File: config.mk
export PLATFORM = sky130hd
export DESIGN_NAME = in_fifo_drain_flat
export DESIGN_NICKNAME = d
export VERILOG_FILES = /design/src/rtl/in_fifo_pkg.sv /design/src/rtl/in_fifo_drain_if.sv /design/src/rtl/in_fifo_skid2.sv /design/src/rtl/in_fifo_drain.sv /design/src/flat_wrapper.sv
export SDC_FILE = /design/constraint.sdc
export NUM_CORES = 1
export LEC_CHECK = 0
export BUFFER_PORTS_ARGS = -buffer_cell sky130_fd_sc_hd__buf_2
export CORE_AREA = 5 5 157 159
export CTS_BUF_LIST = sky130_fd_sc_hd__clkbuf_8
export CTS_CLUSTER_DIAMETER = 80
export CTS_CLUSTER_SIZE = 25
export DETAILED_ROUTE_END_ITERATION = 10
export DIE_AREA = 0 0 162 164
export PLACE_DENSITY_LB_ADDON = 0.25
export SYNTH_ARGS = -nofsm -noshare
export SYNTH_HDL_FRONTEND = slang
export SYNTH_SLANG_ARGS = --single-unit
File: constraint.sdc
create_clock -name clk -period 1.7 [get_ports clk]
set_input_delay 0.17 -clock clk [delete_from_list [all_inputs] [get_ports clk]]
set_output_delay 0.17 -clock clk [all_outputs]
set_load 0.01 [all_outputs]
File: src/rtl/in_fifo_pkg.sv
// in_fifo_pkg: shared widths, depths and FSM encoding for the IN_FIFO read-side drain stage
package in_fifo_pkg;
    localparam int LANES      = 10;
    localparam int LANE_W     = 8;
    localparam int WORD_W     = LANES * LANE_W;
    localparam int SKID_DEPTH = 2;
    localparam int CNT_W      = 16;
    typedef enum logic [1:0] {RUN, FLUSHING, DONE} state_e;
endpackage

File: src/rtl/in_fifo_drain_if.sv
// in_fifo_drain_if: valid/ready word stream from the drain stage to the fabric consumer
interface in_fifo_drain_if;
    import in_fifo_pkg::*;
    logic              valid;
    logic              ready;
    logic [WORD_W-1:0] data;
    modport master (output valid, output data, input ready);
    modport slave  (input valid, input data, output ready);
endinterface

File: src/rtl/in_fifo_skid2.sv
// in_fifo_skid2: two-entry ordered buffer holding captured IN_FIFO words
module in_fifo_skid2
    import in_fifo_pkg::*;
(
    input  logic              clk,
    input  logic              rst_n,
    input  logic              clr_i,
    input  logic              push_i,
    input  logic              pop_i,
    input  logic [WORD_W-1:0] din_i,
    output logic [WORD_W-1:0] dout_o,
    output logic [1:0]        occ_o
);
    logic [WORD_W-1:0] mem_q [SKID_DEPTH];
    logic [WORD_W-1:0] mem_d [SKID_DEPTH];
    logic              wp_q, wp_d, rp_q, rp_d;
    logic [1:0]        occ_q, occ_d;

    always_comb begin
        mem_d = mem_q;
        if (push_i) mem_d[wp_q] = din_i;
        wp_d  = clr_i ? 1'b0 : wp_q ^ push_i;
        rp_d  = clr_i ? 1'b0 : rp_q ^ pop_i;
        occ_d = clr_i ? 2'd0 : occ_q + {1'b0, push_i} - {1'b0, pop_i};
    end

    always_ff @(posedge clk or negedge rst_n) begin
        if (!rst_n) begin
            mem_q <= '{default: '0};
            wp_q  <= 1'b0;
            rp_q  <= 1'b0;
            occ_q <= 2'd0;
        end else begin
            mem_q <= mem_d;
            wp_q  <= wp_d;
            rp_q  <= rp_d;
            occ_q <= occ_d;
        end
    end

    assign dout_o = mem_q[rp_q];
    assign occ_o  = occ_q;
endmodule

File: src/rtl/in_fifo_drain.sv
// in_fifo_drain: issues IN_FIFO reads, skid-buffers the lanes into a valid/ready stream,
// and runs the flush sequence and delivered-word counter.
module in_fifo_drain
    import in_fifo_pkg::*;
(
    input  logic               clk,
    input  logic               rst_n,
    input  logic               fifo_empty_i,
    input  logic               fifo_almostempty_i,
    input  logic [WORD_W-1:0]  fifo_q_i,
    output logic               fifo_rden_o,
    input  logic               flush_i,
    output logic               flush_done_o,
    output logic [CNT_W-1:0]   word_cnt_o,
    in_fifo_drain_if.master    m
);
    state_e           state_q, state_d;
    logic             inflight_q;
    logic [CNT_W-1:0] cnt_q, cnt_d;
    logic [1:0]       occ;
    logic             push, pop, clr, rd_ok, room;

    assign push  = inflight_q;
    assign pop   = m.valid && m.ready;
    assign clr   = flush_i || state_q != RUN;
    // rst_n gates the read so RDEN is low for the whole reset, not just after the next edge
    assign rd_ok = rst_n && !fifo_empty_i && !(inflight_q && fifo_almostempty_i);
    assign room  = {1'b0, occ} + {2'b0, inflight_q} < 3'(SKID_DEPTH) + {2'b0, pop};
    assign cnt_d = pop ? cnt_q + CNT_W'(1) : cnt_q;

    always_comb begin
        state_d     = state_q;
        fifo_rden_o = 1'b0;
        unique case (state_q)
            RUN: begin
                fifo_rden_o = rd_ok && room;
                state_d     = flush_i ? FLUSHING : RUN;
            end
            FLUSHING: begin
                fifo_rden_o = rd_ok;
                state_d     = fifo_empty_i && !inflight_q ? DONE : FLUSHING;
            end
            default: state_d = RUN;
        endcase
    end

    always_ff @(posedge clk or negedge rst_n) begin
        if (!rst_n) begin
            state_q    <= RUN;
            inflight_q <= 1'b0;
            cnt_q      <= '0;
        end else begin
            state_q    <= state_d;
            inflight_q <= fifo_rden_o;
            cnt_q      <= cnt_d;
        end
    end

    in_fifo_skid2 u_skid (
        .clk    (clk),
        .rst_n  (rst_n),
        .clr_i  (clr),
        .push_i (push),
        .pop_i  (pop),
        .din_i  (fifo_q_i),
        .dout_o (m.data),
        .occ_o  (occ)
    );

    assign m.valid      = occ != 2'd0;
    assign flush_done_o = state_q == DONE;
    assign word_cnt_o   = cnt_q;
endmodule

File: src/flat_wrapper.sv
// flat-port wrapper written by rule: the top's interface ports become plain ports
module in_fifo_drain_flat import in_fifo_pkg::*;
  (clk, rst_n, fifo_empty_i, fifo_almostempty_i, fifo_q_i, fifo_rden_o, flush_i, flush_done_o, word_cnt_o, m_valid, m_data, m_ready);
  in_fifo_drain_if m_i ();
  input  logic clk;
  input  logic rst_n;
  input  logic fifo_empty_i;
  input  logic fifo_almostempty_i;
  input  logic [WORD_W-1:0] fifo_q_i;
  output logic fifo_rden_o;
  input  logic flush_i;
  output logic flush_done_o;
  output logic [CNT_W-1:0] word_cnt_o;
  output wire logic [$bits(m_i.valid)-1:0] m_valid;
  output wire logic [$bits(m_i.data)-1:0] m_data;
  input wire logic [$bits(m_i.ready)-1:0] m_ready;
  assign m_valid = m_i.valid;
  assign m_data = m_i.data;
  assign m_i.ready = m_ready;
  in_fifo_drain u_core (.clk(clk), .rst_n(rst_n), .fifo_empty_i(fifo_empty_i), .fifo_almostempty_i(fifo_almostempty_i), .fifo_q_i(fifo_q_i), .fifo_rden_o(fifo_rden_o), .flush_i(flush_i), .flush_done_o(flush_done_o), .word_cnt_o(word_cnt_o), .m(m_i));
endmodule
## After elaboration in Yosys (flattened, before gate mapping)

Index checks and enable logic that the tools add are counted.
Widths: inputs -> output; s select.

| cells by class | value |
|---|---|
| add/sub/neg operators | 5 |
| $lt $le $gt $ge | 4 |
| eq/ne operators | 2 |
| multiplexer cells | 13 |
| bitwise gates (word level) | 4 |
| reductions and logical operators | 14 |

Operator list:

| kind | count |
|---|---|
| $mux 80 | 4 |
| $bwmux 160 | 1 |
| $demux 80 s1 | 1 |
| $add 16x1->16 const B | 1 |
| $logic_and 1x1->1 | 7 |
| $ge 2x2->1 const B | 2 |
| $mux 2 | 2 |
| $not 1->2 | 2 |
| $pmux 2 s2 | 1 |
| $reduce_bool 2->1 | 2 |
| $add 2x1->3 | 1 |
| $add 2x1->3 const A | 1 |
| $logic_not 1->1 | 3 |
| $lt 3x3->1 | 1 |
| $mux 1 | 3 |
| $add 2x1->2 | 1 |
| $eq 2x1->1 const B | 1 |
| $eq 2x2->1 const B | 1 |
| $logic_not 2->1 | 1 |
| $lt 2x1->1 const B | 1 |
| $pmux 1 s2 | 1 |
| $sub 2x1->2 | 1 |
| $xor 1x1->1 | 2 |
| $logic_or 1x1->1 | 1 |

| storage, ports and cells | value |
|---|---|
| bits in registers | 183 |
| output and inout bits | 99 |
| logic and storage cells | 50 |

## Longest topological paths before layout

Gate-level depths: netlist (run 1).

| logic depth | value |
|---|---|
| word-level depth | 6 |
| gate-level depth with buffers | 8 |
| gate-level depth less buffers | 8 |

## Hierarchy

A second synthesis (run 1) with hierarchy kept.

| unflattened totals | value |
|---|---|
| cell total of the unflattened synthesis | 527 |
| area, all modules | 9,207.6 um^2 |

By module, submodules not included:

| module | times used | cells an instance | area an instance (um^2) | sequential area each (um^2) |
|---|---|---|---|---|
| in_fifo_skid2 | 1 | 444 | 8,330.5 | 4,103.9 |
| in_fifo_drain | 1 | 83 | 877.1 | 475.5 |

## Worst setup path after synthesis (run 1)

OpenSTA, ideal clock, no wires.

| timing path | value |
|---|---|
| path type | register to register |
| start point | register u_core.u_skid.occ_q[0], in the netlist u_core.u_skid.occ_o[0] |
| end point | register u_core.u_skid.occ_q[1], in the netlist u_core.u_skid.occ_o[1] |
| data arrival time | 1.508 ns |
| path slack | 0.073 ns |
| stages on the path, launching flop included | 9 |
| path buffers | 0 |
| period minus slack after synthesis | 1.627 ns |
| cells stage by stage | dfrtp_1 -> o21ai_4 -> inv_4 -> ha_1 -> inv_1 -> ha_1 -> xor2_1 -> xnor2_1 -> nor2_1 |

| between the ends | value |
|---|---|
| longest elaborated chain between the ends | 4 |
| elaborated cells on any way between the ends | 5 |
| those cells by class | add/sub (2); mux (1); reduce/logical (2) |

Ends and longest elaborated chain:

| what | RTL line | source |
|---|---|---|
| start: declaration | in_fifo_skid2.sv:17 | `logic [1:0] occ_q, occ_d;` |
| start signal: assignment | in_fifo_skid2.sv:32 | `occ_q <= 2'd0;` |
| start signal: assignment | in_fifo_skid2.sv:37 | `occ_q <= occ_d;` |
| $reduce_bool 2->1 | in_fifo_drain.sv:70 | `assign m.valid = occ != 2'd0;` |
| $logic_and 1x1->1 | in_fifo_drain.sv:24 | `assign pop = m.valid && m.ready;` |
| net u_core.pop | in_fifo_drain.sv:21 | `logic push, pop, clr, rd_ok, room;` |
| $sub 2x1->2 | in_fifo_skid2.sv:24 | `occ_d = clr_i ? 2'd0 : occ_q + {1'b0, push_i} - {1'b0, pop_i};` |
| $mux 2 | in_fifo_skid2.sv:24 |  |
| net u_core.u_skid.occ_d[1] | in_fifo_skid2.sv:17 |  |

The timed path passes the listed nets, and every way through them passes these cells.
A chain may end at the register's enable or synchronous reset.

## Final worst setup path (run 1)

| timing path | value |
|---|---|
| start point | register u_core.u_skid.rp_q |
| end point | output m_data[61] |

| between the ends | value |
|---|---|
| longest elaborated chain between the ends | 4 |

Ends and longest elaborated chain:

| what | RTL line | source |
|---|---|---|
| start: declaration | in_fifo_skid2.sv:16 | `logic wp_q, wp_d, rp_q, rp_d;` |
| start signal: assignment | in_fifo_skid2.sv:36 | `rp_q <= rp_d;` |
| $not 1->2 (implied by the code) | in_fifo_skid2.sv:41 | `assign dout_o = mem_q[rp_q];` |
| $mux 80 (implied by the code) (3 in series) | in_fifo_skid2.sv:41 |  |
| end: declaration | flat_wrapper.sv:15 | `output wire logic [$bits(m_i.data)-1:0] m_data;` |

No other way between the ends. The select of a mux whose other input is x is not followed.

==> metrics.cfg, run 1 <==
[outcome]
outcome=finished, violations left
failed_checks=setup timing

[drt]
dr.pass1.iters=4
wl_um=19600
drtAntennaViolNets=0
vias=5327
viasPerCell=4.77
drc=0
wl_per_cell_um=17.6
drt_iter0_markers=154

[synthesis]
netlist.area_leader.share_pct=57.8
async_flop_share_pct=100
netlist_area_um2=7930
syn_inst=523
yosysSeqAreaShare_pct=57.8
synth.top_cells.by_area=dfrtp_1, mux2_2, xnor2_1, buf_2, ha_1
synth_most_common_cell=mux2_2
syn_nets=616
yosysTopAreaCell=dfrtp_1
yosysWarnings=0
synth-edff-count=0
avgSynthCellArea_um2=15.2
yosys_register_bits=183
ys_top_cells_by_count=mux2_2, dfrtp_1, buf_2
ys_types=26
synthFlopType=dfrtp_1

[floorplan]
num_rows=56
die_x_um=162
ioPinCount=185
initial_core_util_pct=34.3
fp.dieH_um=164
dieArea_um2=26600
core_region_area_um2=23100

[power_and_ir_drop]
cellLeakagePower_uw=0.00515
vdd.ir_drop.worst_mv=0.649
cellPowerDensity_nw_per_um2=1320

[clock_tree]
cts_tree=done
clockBufferDepth=2
cts_root_buf=clkbuf_8
insertion_delay_ps=450
clkSinkCount=183
htreeDepth=4
clk_pin_slew_ps=100
cts_buffers=17

[hold_path]
hold_class=in2reg

[placement]
place_hpwl_um=12900
gp_congestion=0.791
post_dp_cell_area_um2=9360
io_buffers=184

[global_routing]
track_usage_pct=15.0
grt_pass1_vias=6165
overflow=0
antenna_found_initial=0
grt_max_degree=113
grt_pass1_wl_um=32000

[worst_setup_path]
slowest_stage=dfrtp_4
end_kind=output port
worstSetupPathType=reg2out
crit_family=flip-flops
crit_top_cell=buf_12
arrival_ps=1780
start_kind=flop
path_buf_inv=3
cpPeakStageDelay_ps=520
crit_fanout=11
critPathRequiredTime_ps=1530
cp_cell_sequence=buf_12 -> buf_12 -> mux2_2 -> buf_2

[cells_and_area]
area_delta_synth_final_pct=42.6
post-route-cell-area_um2=11300
antenna_cells=0
fin_nets=906
drive_above_1_share_pct=61.1

[sta]
finalSetupViolations=82
fin_skew_ps=12.5
fin_ws_ps=-254
clock.fmax_ghz=0.512
slew-limit-headroom_pct=39.1
fin_crit_ps=1950
rsz0062_at_grt=true
tightest_slew_ps=913
maxSlewViolCount=0
post-route-period-util_pct=115
hold_viol=0
hold-worst-slack_ps=60.5

[run]
cap_viol_max_count=0

sequential cells by signal (all words and copies together), names as in the netlist:
signal	count
u_core.u_skid.mem_q	160
u_core.word_cnt_o	16
u_core.state_q	2
u_core.u_skid.occ_o	2
u_core.inflight_q	1
u_core.u_skid.rp_q	1
u_core.u_skid.wp_q	1
final timing paths:
path	start	slack, ps	endpoint	cells past startpoint
hold reg to reg	u_core.word_cnt_o[15]	470	u_core.word_cnt_o[15]	1
min in group asynchronous	rst_n	410	u_core.u_skid.mem_q[135]	3
setup / recovery	u_core.u_skid.rp_q	-250	m_data[61]	4
hold / removal	flush_i	60	u_core.u_skid.occ_o[0]	3
max in group asynchronous	rst_n	440	u_core.u_skid.rp_q	3
setup reg to reg	u_core.u_skid.occ_o[0]	-90	u_core.u_skid.occ_o[1]	10
through the flow:
step / power (µW) / setup slack, ps / TNS [ps] / utilization (%) / instances
3_5_place_dp: 11000 / -35.6 / -36.7 / 40.5 / 986
5_1_grt: 15900 / -354 / -23140 / 48.9 / 1116
4_1_cts: 14800 / -279 / -18480 / 47.6 / 1110
6_report: 14900 / -254 / -15950 / 48.9 / 1116
2_1_floorplan: 9320 / 73.4 / 0 / - / 523
3_3_place_gp: 10800 / 34.6 / 0 / 40.5 / 986
metal layers:
| layer | part of all wire (%) | global-route usage, % |
|---|---|---|
| met1 | 40 | 17.1 |
| met2 | 54 | 27.9 |
| met3 | 4.2 | 3.69 |
| met4 | 1.6 | 4.42 |
| met5 | 0 | 0 |
layout make-up:
cell class	count	area [µm²]
fillers	1979	11800
repair buffers	299	2640
flip-flops and latches	183	4580
clock inverters	15	168
well taps	290	363
multi-input cells	306	3290
clock buffers	17	234
inverters	6	25.0
layout by cell type, fill, tap and decap left out, drive strengths merged, types with 2 or more instances in the layout:
cell type / n
mux2: 240
and3: 3
nand3: 4
dlygate4sd3: 84
nand4: 7
xnor2: 15
inv: 10
nand2: 8
o21ai: 2
ha: 7
nor2: 8
xor2: 3
dfrtp: 183
clkbuf: 20
buf: 212
clkinv: 10
report_power, final:
part / switching (µW) / internal (µW)
Combinational: 1930 / 3300
Clock: 1710 / 1230
Sequential: 807 / 5910
Total: 4450 / 10400
worst reg2reg max path, delay by kind of cell, from the launching register on:
kind	cells	cell delay (ps)
flops	1	450
simple gates	1	60
fa+ha+maj	2	400
compound gates	1	160
xor+xnor	2	290
buf+inv	4	320
timing repair:
action / in CTS / in global routing
endpoints found under the hold margin: 334 / 0
gates resized for setup: 54 / 46
pin swaps: 6 / 4
buffers inserted: 7 / 3
endpoints found under the setup margin: 82 / 83
hold buffers: 84 / 0
cloned: 1 / 4
kinds of logic (layout without fill, tap and decap cells):
| kind of cell | count (synthesis) | count (layout) | synth area share (%) |
|---|---|---|---|
| simple gates | 36 | 36 | 2.38 |
| buf+inv | 34 | 337 | 2.12 |
| compound gates | 5 | 5 | 0.537 |
| xor+xnor | 18 | 18 | 1.99 |
| mux | 240 | 240 | 34.1 |
| flops | 183 | 183 | 57.8 |
| fa+ha+maj | 7 | 7 | 1.10 |
Note: power is estimated with default switching activity, not from simulation.
==> run 2, diff against run 1 <==
--- a/config.mk
+++ b/config.mk
@@ -5,13 +5,14 @@
 export SDC_FILE = /design/constraint.sdc
 export NUM_CORES = 1
 export LEC_CHECK = 0
+export ABC_AREA = 1
 export BUFFER_PORTS_ARGS = -buffer_cell sky130_fd_sc_hd__buf_2
-export CORE_AREA = 5 5 157 159
+export CORE_AREA = 5 5 158 160
 export CTS_BUF_LIST = sky130_fd_sc_hd__clkbuf_8
 export CTS_CLUSTER_DIAMETER = 80
 export CTS_CLUSTER_SIZE = 25
 export DETAILED_ROUTE_END_ITERATION = 10
-export DIE_AREA = 0 0 162 164
+export DIE_AREA = 0 0 163 165
 export PLACE_DENSITY_LB_ADDON = 0.25
 export SYNTH_ARGS = -nofsm -noshare
 export SYNTH_HDL_FRONTEND = slang
==> constraint.sdc (replaced) <==
create_clock -name clk -period 2.4 [get_ports clk]
set_input_delay 0.24 -clock clk [delete_from_list [all_inputs] [get_ports clk]]
set_output_delay 0.24 -clock clk [all_outputs]
set_load 0.01 [all_outputs]
==> run 2 against run 1 <==
  * The flow now finishes without violations
  * Utilization shrank 3.5 points
  * Highest routed layer unchanged
  * Largest cell class unchanged
  * Clock skew is 2.5 ps higher
  * Register-to-register slack better by 720 ps
  * First-iteration DRC count rose by 120%
  * Via count up 19%
==> metrics.cfg, run 2 <==
[drt]
wl_per_cell_um=13.2
drtAntennaViolNets=0
dr.pass1.iters=4
drc=0
wl_um=18700
drt_iter0_markers=334
vias=6344
viasPerCell=4.49

[cells_and_area]
area_delta_synth_final_pct=31.7
largest-register=u_core.u_skid.mem_q
final_cell_mix=nand2_1, buf_2, dfrtp_1, o21ai_0, inv_1
drive_above_1_share_pct=28.4
largest_reg_flops=160
n_fill_cell=2291
final_common_cell=nand2_1
regArea_um2=4580
multi_input_area_um2=2860
fin_nets=1175
antenna_cells=0
stdcell_count=1414

[placement]
dp.cells=1300
place_ws_ps=636
gp_congestion=0.738
io_buffers=184
place_hpwl_um=12100

[run]
cap_viol_max_count=0

[sta]
fin_skew_ps=15.0
tns_ps=0
post-route-period-util_pct=90.8
hold_viol=0
clock.fmax_ghz=0.459
fin_ws_ps=220
tightest_slew_ps=568
maxSlewViolCount=0
finalSetupViolations=0
slew-limit-headroom_pct=62.1
fin_crit_ps=2180
rsz0062_at_grt=false

[clock_tree]
cts_buffers=17
insertion_delay_ps=450
clkSinkCount=183
clk_pin_slew_ps=100
clockBufferDepth=2
cts_resized=0
htreeDepth=4
cts_tree=done
cts_root_buf=clkbuf_8

[synthesis]
netlist_area_um2=8020
ys_top_cells_by_count=nand2_1, dfrtp_1, o21ai_0
synth-edff-count=0
synth.top_cells.by_area=dfrtp_1, mux2_2, o21ai_0, nand2_1, inv_1
yosysWarnings=0
synth_most_common_cell=nand2_1
yosys_register_bits=183
netlist.area_leader.share_pct=57.1
ys_types=22
synthFlopType=dfrtp_1
yosysSeqAreaShare_pct=57.1
avgSynthCellArea_um2=9.64
syn_nets=925
syn_inst=832
async_flop_share_pct=100
yosysTopAreaCell=dfrtp_1

[worst_setup_path]
rr_startpoint=u_core.inflight_q
crit_start=u_core.inflight_q
crit_fanout=7
critPathCapture=fifo_rden_o
start_kind=flop
reg2regPathDepth=3
critPathRequiredTime_ps=2160
end_kind=output port
r2r_end=u_core.u_skid.mem_q[18]
worst-r2r-setup-slack_ps=630
arrival_ps=1940
worstSetupPathType=reg2out

[global_routing]
overflow=0
antenna_found_initial=0
track_usage_pct=14.1
met3_usage_pct=3.64
grt_pass1_wl_um=30800
top_usage_layer=met2
met1_usage_pct=18.7
grt_max_degree=103
grtUsageMet2_pct=23.2
grt_pass1_vias=6269

[floorplan]
initial_core_util_pct=34.5
fp.dieH_um=165
die_x_um=163
num_rows=56
core_region_area_um2=23300
ioPinCount=185
dieArea_um2=26900

[power_and_ir_drop]
vdd.ir_drop.worst_mv=0.450
cellPowerDensity_nw_per_um2=910
total_power_uw=9610
cellLeakagePower_uw=0.00513

[outcome]
outcome=finished clean

[hold_path]
hold_class=in2reg

-- run 2: cell types whose count changed after synthesis, moves of 4 or more --
cell,previous run,this run
mux2_2,240,80
xnor2_1,15,4
inv_1,5,108
nand3_1,4,10
nor2_1,8,21
nand2_1,8,193
buf_2,24,28
clkbuf_1,3,15
o21ai_0,1,161
xor2_1,3,8
nand4_1,7,3
-- run 2: repair_timing --
action | CTS | global route
hold endpoints to repair | 204 | 1
hold buffers | 81 | 1
buffers inserted | 0 | 0
-- run 2: worst min-delay path by stage --
stage                                to          from  depth (start not counted)
5_1_grt         u_core.u_skid.mem_q[43]  fifo_q_i[43]                          2
2_1_floorplan         u_core.inflight_q         rst_n                          0
3_5_place_dp    u_core.u_skid.mem_q[69]         rst_n                          1
6_report       u_core.u_skid.mem_q[123]  fifo_q_i[43]                          3
3_3_place_gp   u_core.u_skid.mem_q[149]         rst_n                          1
4_1_cts        u_core.u_skid.mem_q[121]  fifo_q_i[41]                          3
-- run 2: per-stage QoR --
stage	hold slack, ps	instance area, µm²	util [%]
finish	35.7	10600	45.4
global route	20.3	10600	45.4
CTS	1.00	10500	45.3
detailed placement	129	9330	40.1
global placement	128	9330	40.1
floorplan	-55.6	8020	-
-- run 2: cells by family after synthesis --
family / after synthesis / share of synthesized area, %
buf+inv: 152 / 7.57
flops: 183 / 57.1
mux: 80 / 11.2
compound gates: 166 / 10.4
fa+ha+maj: 7 / 1.09
simple gates: 232 / 11.3
xor+xnor: 12 / 1.31
-- run 2: layout make-up --
type / instances / area share, %
Clock buffer: 18 / 2.35
Sequential cell: 183 / 43.4
Clock inverter: 14 / 1.53
Inverter: 108 / 3.84
Timing Repair Buffer: 275 / 18.0
Tap cell: 319 / 3.78
Multi-Input combinational cell: 497 / 27.1
-- run 2: metal layers --
metal / up-vias / wire [µm]
li1: 3154 / -
met4: 0 / 214
met5: - / 0
met3: 16 / 881
met2: 145 / 8860
met1: 3029 / 8720
-- run 2: worst max-delay path: stages, from the launching register on --
cell and delay (ps):
dfrtp_1 510, ha_1 250, ha_1 270, o21ai_0 70
nand2_1 60, a21oi_1 170, buf_2 160
-- run 2: where the power goes --
part	total [µW]	switching (µW)	internal, µW
clock network	2150	1250	901
logic	2890	1570	1320
registers	4570	431	4140
